**src/rtl/ata_pkg.sv**
```systemverilog
// Shared ATA definitions: timing-word field slots, PIO FSM encoding and task-file addresses.
// Consumed by the PIO access controller and its timing-set selector.
package ata_pkg;

  // Field slot within a packed timing word, LSB-first; bit offset = slot * TWIDTH
  localparam int TF_T1   = 0;
  localparam int TF_T2   = 1;
  localparam int TF_T4   = 2;
  localparam int TF_TEOC = 3;

  typedef enum logic [1:0] {
    ST_IDLE = 2'd0,
    ST_GO   = 2'd1,
    ST_WAIT = 2'd2,
    ST_ACK  = 2'd3
  } pio_state_t;

  // {CS1 select, DA[2:0]}
  localparam logic [3:0] ATA_DATA    = {1'b0, 3'd0};
  localparam logic [3:0] ATA_DEVHEAD = {1'b0, 3'd6};

endpackage

```
**src/rtl/pio_tsel.sv**
```systemverilog
// Picks the timing set for an access (per-device fast data-port timing or compatible timing)
// and unpacks it into its four fields; purely combinational.
module pio_tsel
  import ata_pkg::*;
#(
  parameter int TWIDTH = 8
) (
  input  logic [3:0]          req_a,
  input  logic                dev_sel,
  input  logic                fte_dev0,
  input  logic                fte_dev1,
  input  logic [4*TWIDTH-1:0] tim_cmpt,
  input  logic [4*TWIDTH-1:0] tim_dev0,
  input  logic [4*TWIDTH-1:0] tim_dev1,
  output logic [TWIDTH-1:0]   t1,
  output logic [TWIDTH-1:0]   t2,
  output logic [TWIDTH-1:0]   t4,
  output logic [TWIDTH-1:0]   teoc
);

  logic [4*TWIDTH-1:0] tim;
  logic                fte;

  always_comb begin
    fte = dev_sel ? fte_dev1 : fte_dev0;
    tim = tim_cmpt;
    // Fast timing only ever applies to the data port of the selected device
    if ((req_a == ATA_DATA) && fte) begin
      tim = dev_sel ? tim_dev1 : tim_dev0;
    end
  end

  assign t1   = tim[TF_T1*TWIDTH   +: TWIDTH];
  assign t2   = tim[TF_T2*TWIDTH   +: TWIDTH];
  assign t4   = tim[TF_T4*TWIDTH   +: TWIDTH];
  assign teoc = tim[TF_TEOC*TWIDTH +: TWIDTH];

endmodule

```
**src/rtl/pio_access_ctrl.sv**
```systemverilog
// PIO access sequencer: latches a host request, launches one timing-controller cycle,
// captures read data on dstrb and returns a single-cycle ack (minimum 4 cycles per access).
module pio_access_ctrl
  import ata_pkg::*;
#(
  parameter int TWIDTH = 8
) (
  input  logic                clk,
  input  logic                rst,
  input  logic                req,
  input  logic                req_we,
  input  logic [3:0]          req_a,
  input  logic [15:0]         req_d,
  output logic                ack,
  output logic [15:0]         rd_q,
  input  logic [4*TWIDTH-1:0] tim_cmpt,
  input  logic [4*TWIDTH-1:0] tim_dev0,
  input  logic [4*TWIDTH-1:0] tim_dev1,
  input  logic                fte_dev0,
  input  logic                fte_dev1,
  input  logic                IORDY_en,
  output logic                go,
  output logic                we,
  output logic [TWIDTH-1:0]   T1,
  output logic [TWIDTH-1:0]   T2,
  output logic [TWIDTH-1:0]   T4,
  output logic [TWIDTH-1:0]   Teoc,
  output logic                IORDY_en_o,
  input  logic                done,
  input  logic                dstrb,
  output logic [2:0]          DA,
  output logic                CS0,
  output logic                CS1,
  output logic [15:0]         dd_o,
  input  logic [15:0]         dd_i,
  output logic                dev_sel
);

  pio_state_t          state, state_nxt;
  logic                accept;
  logic                dstrb_seen;
  logic [TWIDTH-1:0]   tsel_t1, tsel_t2, tsel_t4, tsel_teoc;

  assign IORDY_en_o = IORDY_en;
  assign accept     = (state == ST_IDLE) && req;

  // Selection sees the pre-access dev_sel because dev_sel only moves after GO
  pio_tsel #(.TWIDTH(TWIDTH)) u_tsel (
    .req_a    (req_a),
    .dev_sel  (dev_sel),
    .fte_dev0 (fte_dev0),
    .fte_dev1 (fte_dev1),
    .tim_cmpt (tim_cmpt),
    .tim_dev0 (tim_dev0),
    .tim_dev1 (tim_dev1),
    .t1       (tsel_t1),
    .t2       (tsel_t2),
    .t4       (tsel_t4),
    .teoc     (tsel_teoc)
  );

  always_ff @(posedge clk) begin
    if (rst) state <= ST_IDLE;
    else     state <= state_nxt;
  end

  always_comb begin
    state_nxt = state;
    go        = 1'b0;
    ack       = 1'b0;
    unique case (state)
      ST_IDLE: if (req) state_nxt = ST_GO;
      ST_GO: begin
        go        = !rst;
        state_nxt = ST_WAIT;
      end
      // A read may see dstrb before, with, or after done; only done+strobe completes it
      ST_WAIT: if (done && (we || dstrb_seen || dstrb)) state_nxt = ST_ACK;
      ST_ACK: begin
        ack       = !rst;
        state_nxt = ST_IDLE;
      end
      default: state_nxt = ST_IDLE;
    endcase
  end

  always_ff @(posedge clk) begin
    if (rst) begin
      we         <= 1'b0;
      DA         <= 3'd0;
      CS0        <= 1'b0;
      CS1        <= 1'b0;
      dd_o       <= 16'd0;
      T1         <= '0;
      T2         <= '0;
      T4         <= '0;
      Teoc       <= '0;
      dev_sel    <= 1'b0;
      dstrb_seen <= 1'b0;
      rd_q       <= 16'd0;
    end else begin
      if (accept) begin
        we   <= req_we;
        DA   <= req_a[2:0];
        CS0  <= !req_a[3];
        CS1  <= req_a[3];
        dd_o <= req_d;
        T1   <= tsel_t1;
        T2   <= tsel_t2;
        T4   <= tsel_t4;
        Teoc <= tsel_teoc;
      end
      if ((state == ST_GO) && we && ({CS1, DA} == ATA_DEVHEAD)) begin
        dev_sel <= dd_o[4];
      end
      if ((state != ST_IDLE) && !we && dstrb) begin
        dstrb_seen <= 1'b1;
        rd_q       <= dd_i;
      end
      if (state == ST_ACK) dstrb_seen <= 1'b0;
    end
  end

endmodule

```
**config.mk**
```make
export PLATFORM = sky130hd
export DESIGN_NAME = pio_access_ctrl
export DESIGN_NICKNAME = d
export VERILOG_FILES = /design/src/rtl/ata_pkg.sv /design/src/rtl/pio_tsel.sv /design/src/rtl/pio_access_ctrl.sv
export SDC_FILE = /design/constraint.sdc
export NUM_CORES = 1
export LEC_CHECK = 0
export BUFFER_PORTS_ARGS = -buffer_cell sky130_fd_sc_hd__clkbuf_2
export CORE_AREA = 2 2 79 138
export DETAILED_ROUTE_END_ITERATION = 10
export DIE_AREA = 0 0 81 140
export PLACE_DENSITY = 0.66
export SYNTH_ARGS = -nofsm -noshare
export SYNTH_HDL_FRONTEND = slang
export SYNTH_SLANG_ARGS = --single-unit
```
**constraint.sdc**
```tcl
create_clock -name clk -period 2.5 [get_ports clk]
set_clock_uncertainty 0.2 [all_clocks]
set_input_delay 0.125 -clock clk [delete_from_list [all_inputs] [get_ports clk]]
set_output_delay 0.125 -clock clk [all_outputs]
set_load 0.02 [all_outputs]
```
==> run metrics <==
mean cell area of the mapped netlist=8.37 um2; multi-input logic area=1850 um2; setup TNS after final layout=0 ns; register area=1480 um2; total wire length=11,800 um; Final Critical Period=2.15 ns; number of global-route vias before repair=4,150; leading cell types by count after synthesis=sky130_fd_sc_hd__nand2_1 (76), sky130_fd_sc_hd__dfxtp_1 (74), sky130_fd_sc_hd__nor2_1 (66); horizontal die dimension=81 um; main area contributors after synthesis=sky130_fd_sc_hd__dfxtp_1 (42%), sky130_fd_sc_hd__mux2_2 (10%), sky130_fd_sc_hd__nand2_1 (8.1%); routed wire length per instance=14.5 um; area share of xor/xnor cells in the synthesized design=0%; Sw Pwr=1.83 mW; peak-usage layer in the global routing report=met2; total CTS buffers=9; run status=finished clean; netlist area before placement=3510 um2; part of the total power dissipated in sequential elements=34.5%; Async S/R FF share, synth=0%; placer congestion estimate=0.756; ys flop type=sky130_fd_sc_hd__dfxtp_1; number of synthesized register bits=74; Overall Global Routing Usage=20.8%; critical path data required time=2.50 ns; vias per inst=4.99; worst hold slack=0.0501 ns; P_leak=2.49 nW; share of power burned in the clock network=24.2%; first-pass iteration count of the detailed router=4; input/output buffers=212; Max-Cap Viols=0; RSZ-0062 raised after global routing=false; clock tree from TritonCTS=yes; final count of hold timing violations=0; count of vias placed by the detailed router=4,060; number of distinct library cells after synthesis=30; first-pass GRT wire length=18,600 um; Clock Tree Root=sky130_fd_sc_hd__clkbuf_16; Synth Area in Compound Gates=16.0%; share of the clock period used by the worst path=86.1%; fraction of the mapped netlist area in simple logic gates=24.2%; post-DP HPWL=8170 um; DRC Markers=0; global routing usage on met2=38.7%; count of filler cells inserted in the layout=956; worst hold path type=in -> out; portion of netlist area occupied by mux cells=10.5%; Post-Synthesis Cells=420; clock edge transition at the registers on the reported setup and hold paths=0.05 ns; kind of end point of the critical path=flop; Sw Ratio=38.7%; CP Launch Type=primary input; Final setup violation count=0; number of clock sinks seen by CTS=74; most common cell in the netlist=sky130_fd_sc_hd__nand2_1; fraction of the yosys area taken by sequential cells=42.2%; diode count=0; share of the synthesized area in the top cell type=42.2%; combinational family with the most area after synthesis=simple AND/OR/NAND/NOR gates; length in cells of the worst reg-to-reg path=6; worst vdd ir=0.528 mV; maximum clock path buffer count=2; number of antenna-violating nets in the routed design=0; Chip Height=140 um; number of synthesized flops with an enable pin=0; overflow left after global routing=0; number of DRC markers after the initial detailed-route iteration=102; arrival time of data at the critical path endpoint=2.15 ns; I/O Pins=215; Int Power=2.91 mW; endpoint of the worst hold path=IORDY_en_o; internal reg-to-reg setup slack=0.41 ns; worst slew slack as a fraction of its limit=52.7%; Max Clock Freq=464 MHz; worst-skew pair later-pin latency=0.33 ns; CTS H-tree depth=3; number of antenna violations at the first check in global routing=0; met3 Use GR=4.19%; Synth Warn #=0; synth-to-layout area growth=60.5%; full die area=11,300 um2; net count of the mapped netlist=565; pin count of the biggest net entering global routing=35; number of nets in the layout=829; origin of the worst min-delay path=IORDY_en; core region area=10,200 um2; Slew Limit Fails=0; library cell occupying the most area in the post-synthesis netlist=sky130_fd_sc_hd__dfxtp_1; initial core utilization=34.5%; type of the worst setup path=in -> reg; transition at the pin with the smallest max-transition slack=0.709 ns; number of resized instances in the post-cts repair step=0; met1 track demand over resource=21.1%; row count=49; Combinational Power Share=41.3%; adder-cell share of the synthesized area=1.42%; worst-path fanout max=32; worst reg2reg path endpoint=T1[4]; Pwr Density=840 nW/um2; hold-critical path depth=0; fraction of final layout cells with drive strength greater than 1=41.5%; startpoint of the most critical register-to-register path=state[0]
-- layout by cell type (no fill, tap or decap), types with 11 or more instances in the layout --
master                          synthesis  layout
sky130_fd_sc_hd__nor2_1                66      66
sky130_fd_sc_hd__dlygate4sd3_1          0      69
sky130_fd_sc_hd__a2111oi_1             26      26
sky130_fd_sc_hd__nor4_1                32      32
sky130_fd_sc_hd__buf_4                  1      11
sky130_fd_sc_hd__clkbuf_2               0     212
sky130_fd_sc_hd__nand2_1               76      75
sky130_fd_sc_hd__dfxtp_1               74      73
sky130_fd_sc_hd__a21oi_1               40      40
sky130_fd_sc_hd__mux2_2                32      32
-- state kept, by name (all words and copies together), names as in the netlist --
name,count
CS0,1
dstrb_seen,1
T2,8
dd_o,16
DA,3
we,1
T4,8
Teoc,8
state,2
T1,8
dev_sel,1
rd_q,16
CS1,1
-- metal layers --
metal,routed length [um],vias to the layer above
li1,-,2017
met1,4440,1872
met2,6320,142
met3,642,29
met4,365,0
met5,0,-
-- kinds of logic (layout without fill, tap and decap cells) --
kind of cell | count (synthesis) | count (layout)
buf+inv | 44 | 311
mux | 33 | 33
fa+ha+maj | 4 | 4
flops | 74 | 74
compound gates | 75 | 75
simple gates | 190 | 190
-- critical path: stages --
cell and delay [ns]:
sky130_fd_sc_hd__dlygate4sd3_1 0.53, sky130_fd_sc_hd__clkbuf_2 0.12, sky130_fd_sc_hd__or4_4 0.54, sky130_fd_sc_hd__or2_4 0.41
sky130_fd_sc_hd__a2111oi_1 0.42
-- area by class of cell --
cell class | count | share of cell area [%]
well taps | 127 | 2.82
repair buffers | 294 | 33.2
flip-flops and latches | 74 | 26.3
multi-input cells | 302 | 32.9
clock inverters | 3 | 0.311
inverters | 3 | 0.200
clock buffers | 11 | 4.30
-- how the worst max path moves through the flow --
| stage | startpoint | to | cells after the start |
|---|---|---|---|
| 2_1_floorplan | state[0] | T1[0] | 7 |
| 3_3_place_gp | state[0] | Teoc[0] | 6 |
| 3_5_place_dp | state[0] | T1[4] | 6 |
| 4_1_cts | req_a[3] | T1[4] | 5 |
| 5_1_grt | req_a[3] | T4[7] | 5 |
| 6_report | req_a[3] | T1[4] | 5 |
-- power groups by stage --
| stage | Clock [mW] | Combinational [mW] | Sequential [mW] |
|---|---|---|---|
| after floorplan | 0 | 0.900 | 1.95 |
| after global placement | 0 | 1.83 | 1.65 |
| after detailed placement | 0 | 1.87 | 1.66 |
| after CTS | 1.17 | 1.96 | 1.64 |
| after global routing | 1.23 | 2.15 | 1.67 |
| final | 1.15 | 1.96 | 1.64 |
-- timing repair --
| item | CTS | global route |
|---|---|---|
| buffers inserted | 0 | 0 |
| endpoints found under the hold margin | 70 | 0 |
| endpoints found under the setup margin | 0 | 0 |
| hold buffers | 69 | 0 |
-- metrics by stage --
step	power (mW)	util (%)	instance area, um2	std cells	setup WS [ns]
after global routing	5.05	55.4	5640	814	0.198
after global placement	3.48	46.1	4690	731	0.555
after floorplan	2.85	-	3510	420	0.447
final	4.74	55.4	5640	814	0.347
after detailed placement	3.53	46.1	4690	731	0.424
after CTS	4.77	55.4	5640	814	0.359
Note: power is estimated with default switching activity, not from simulation.
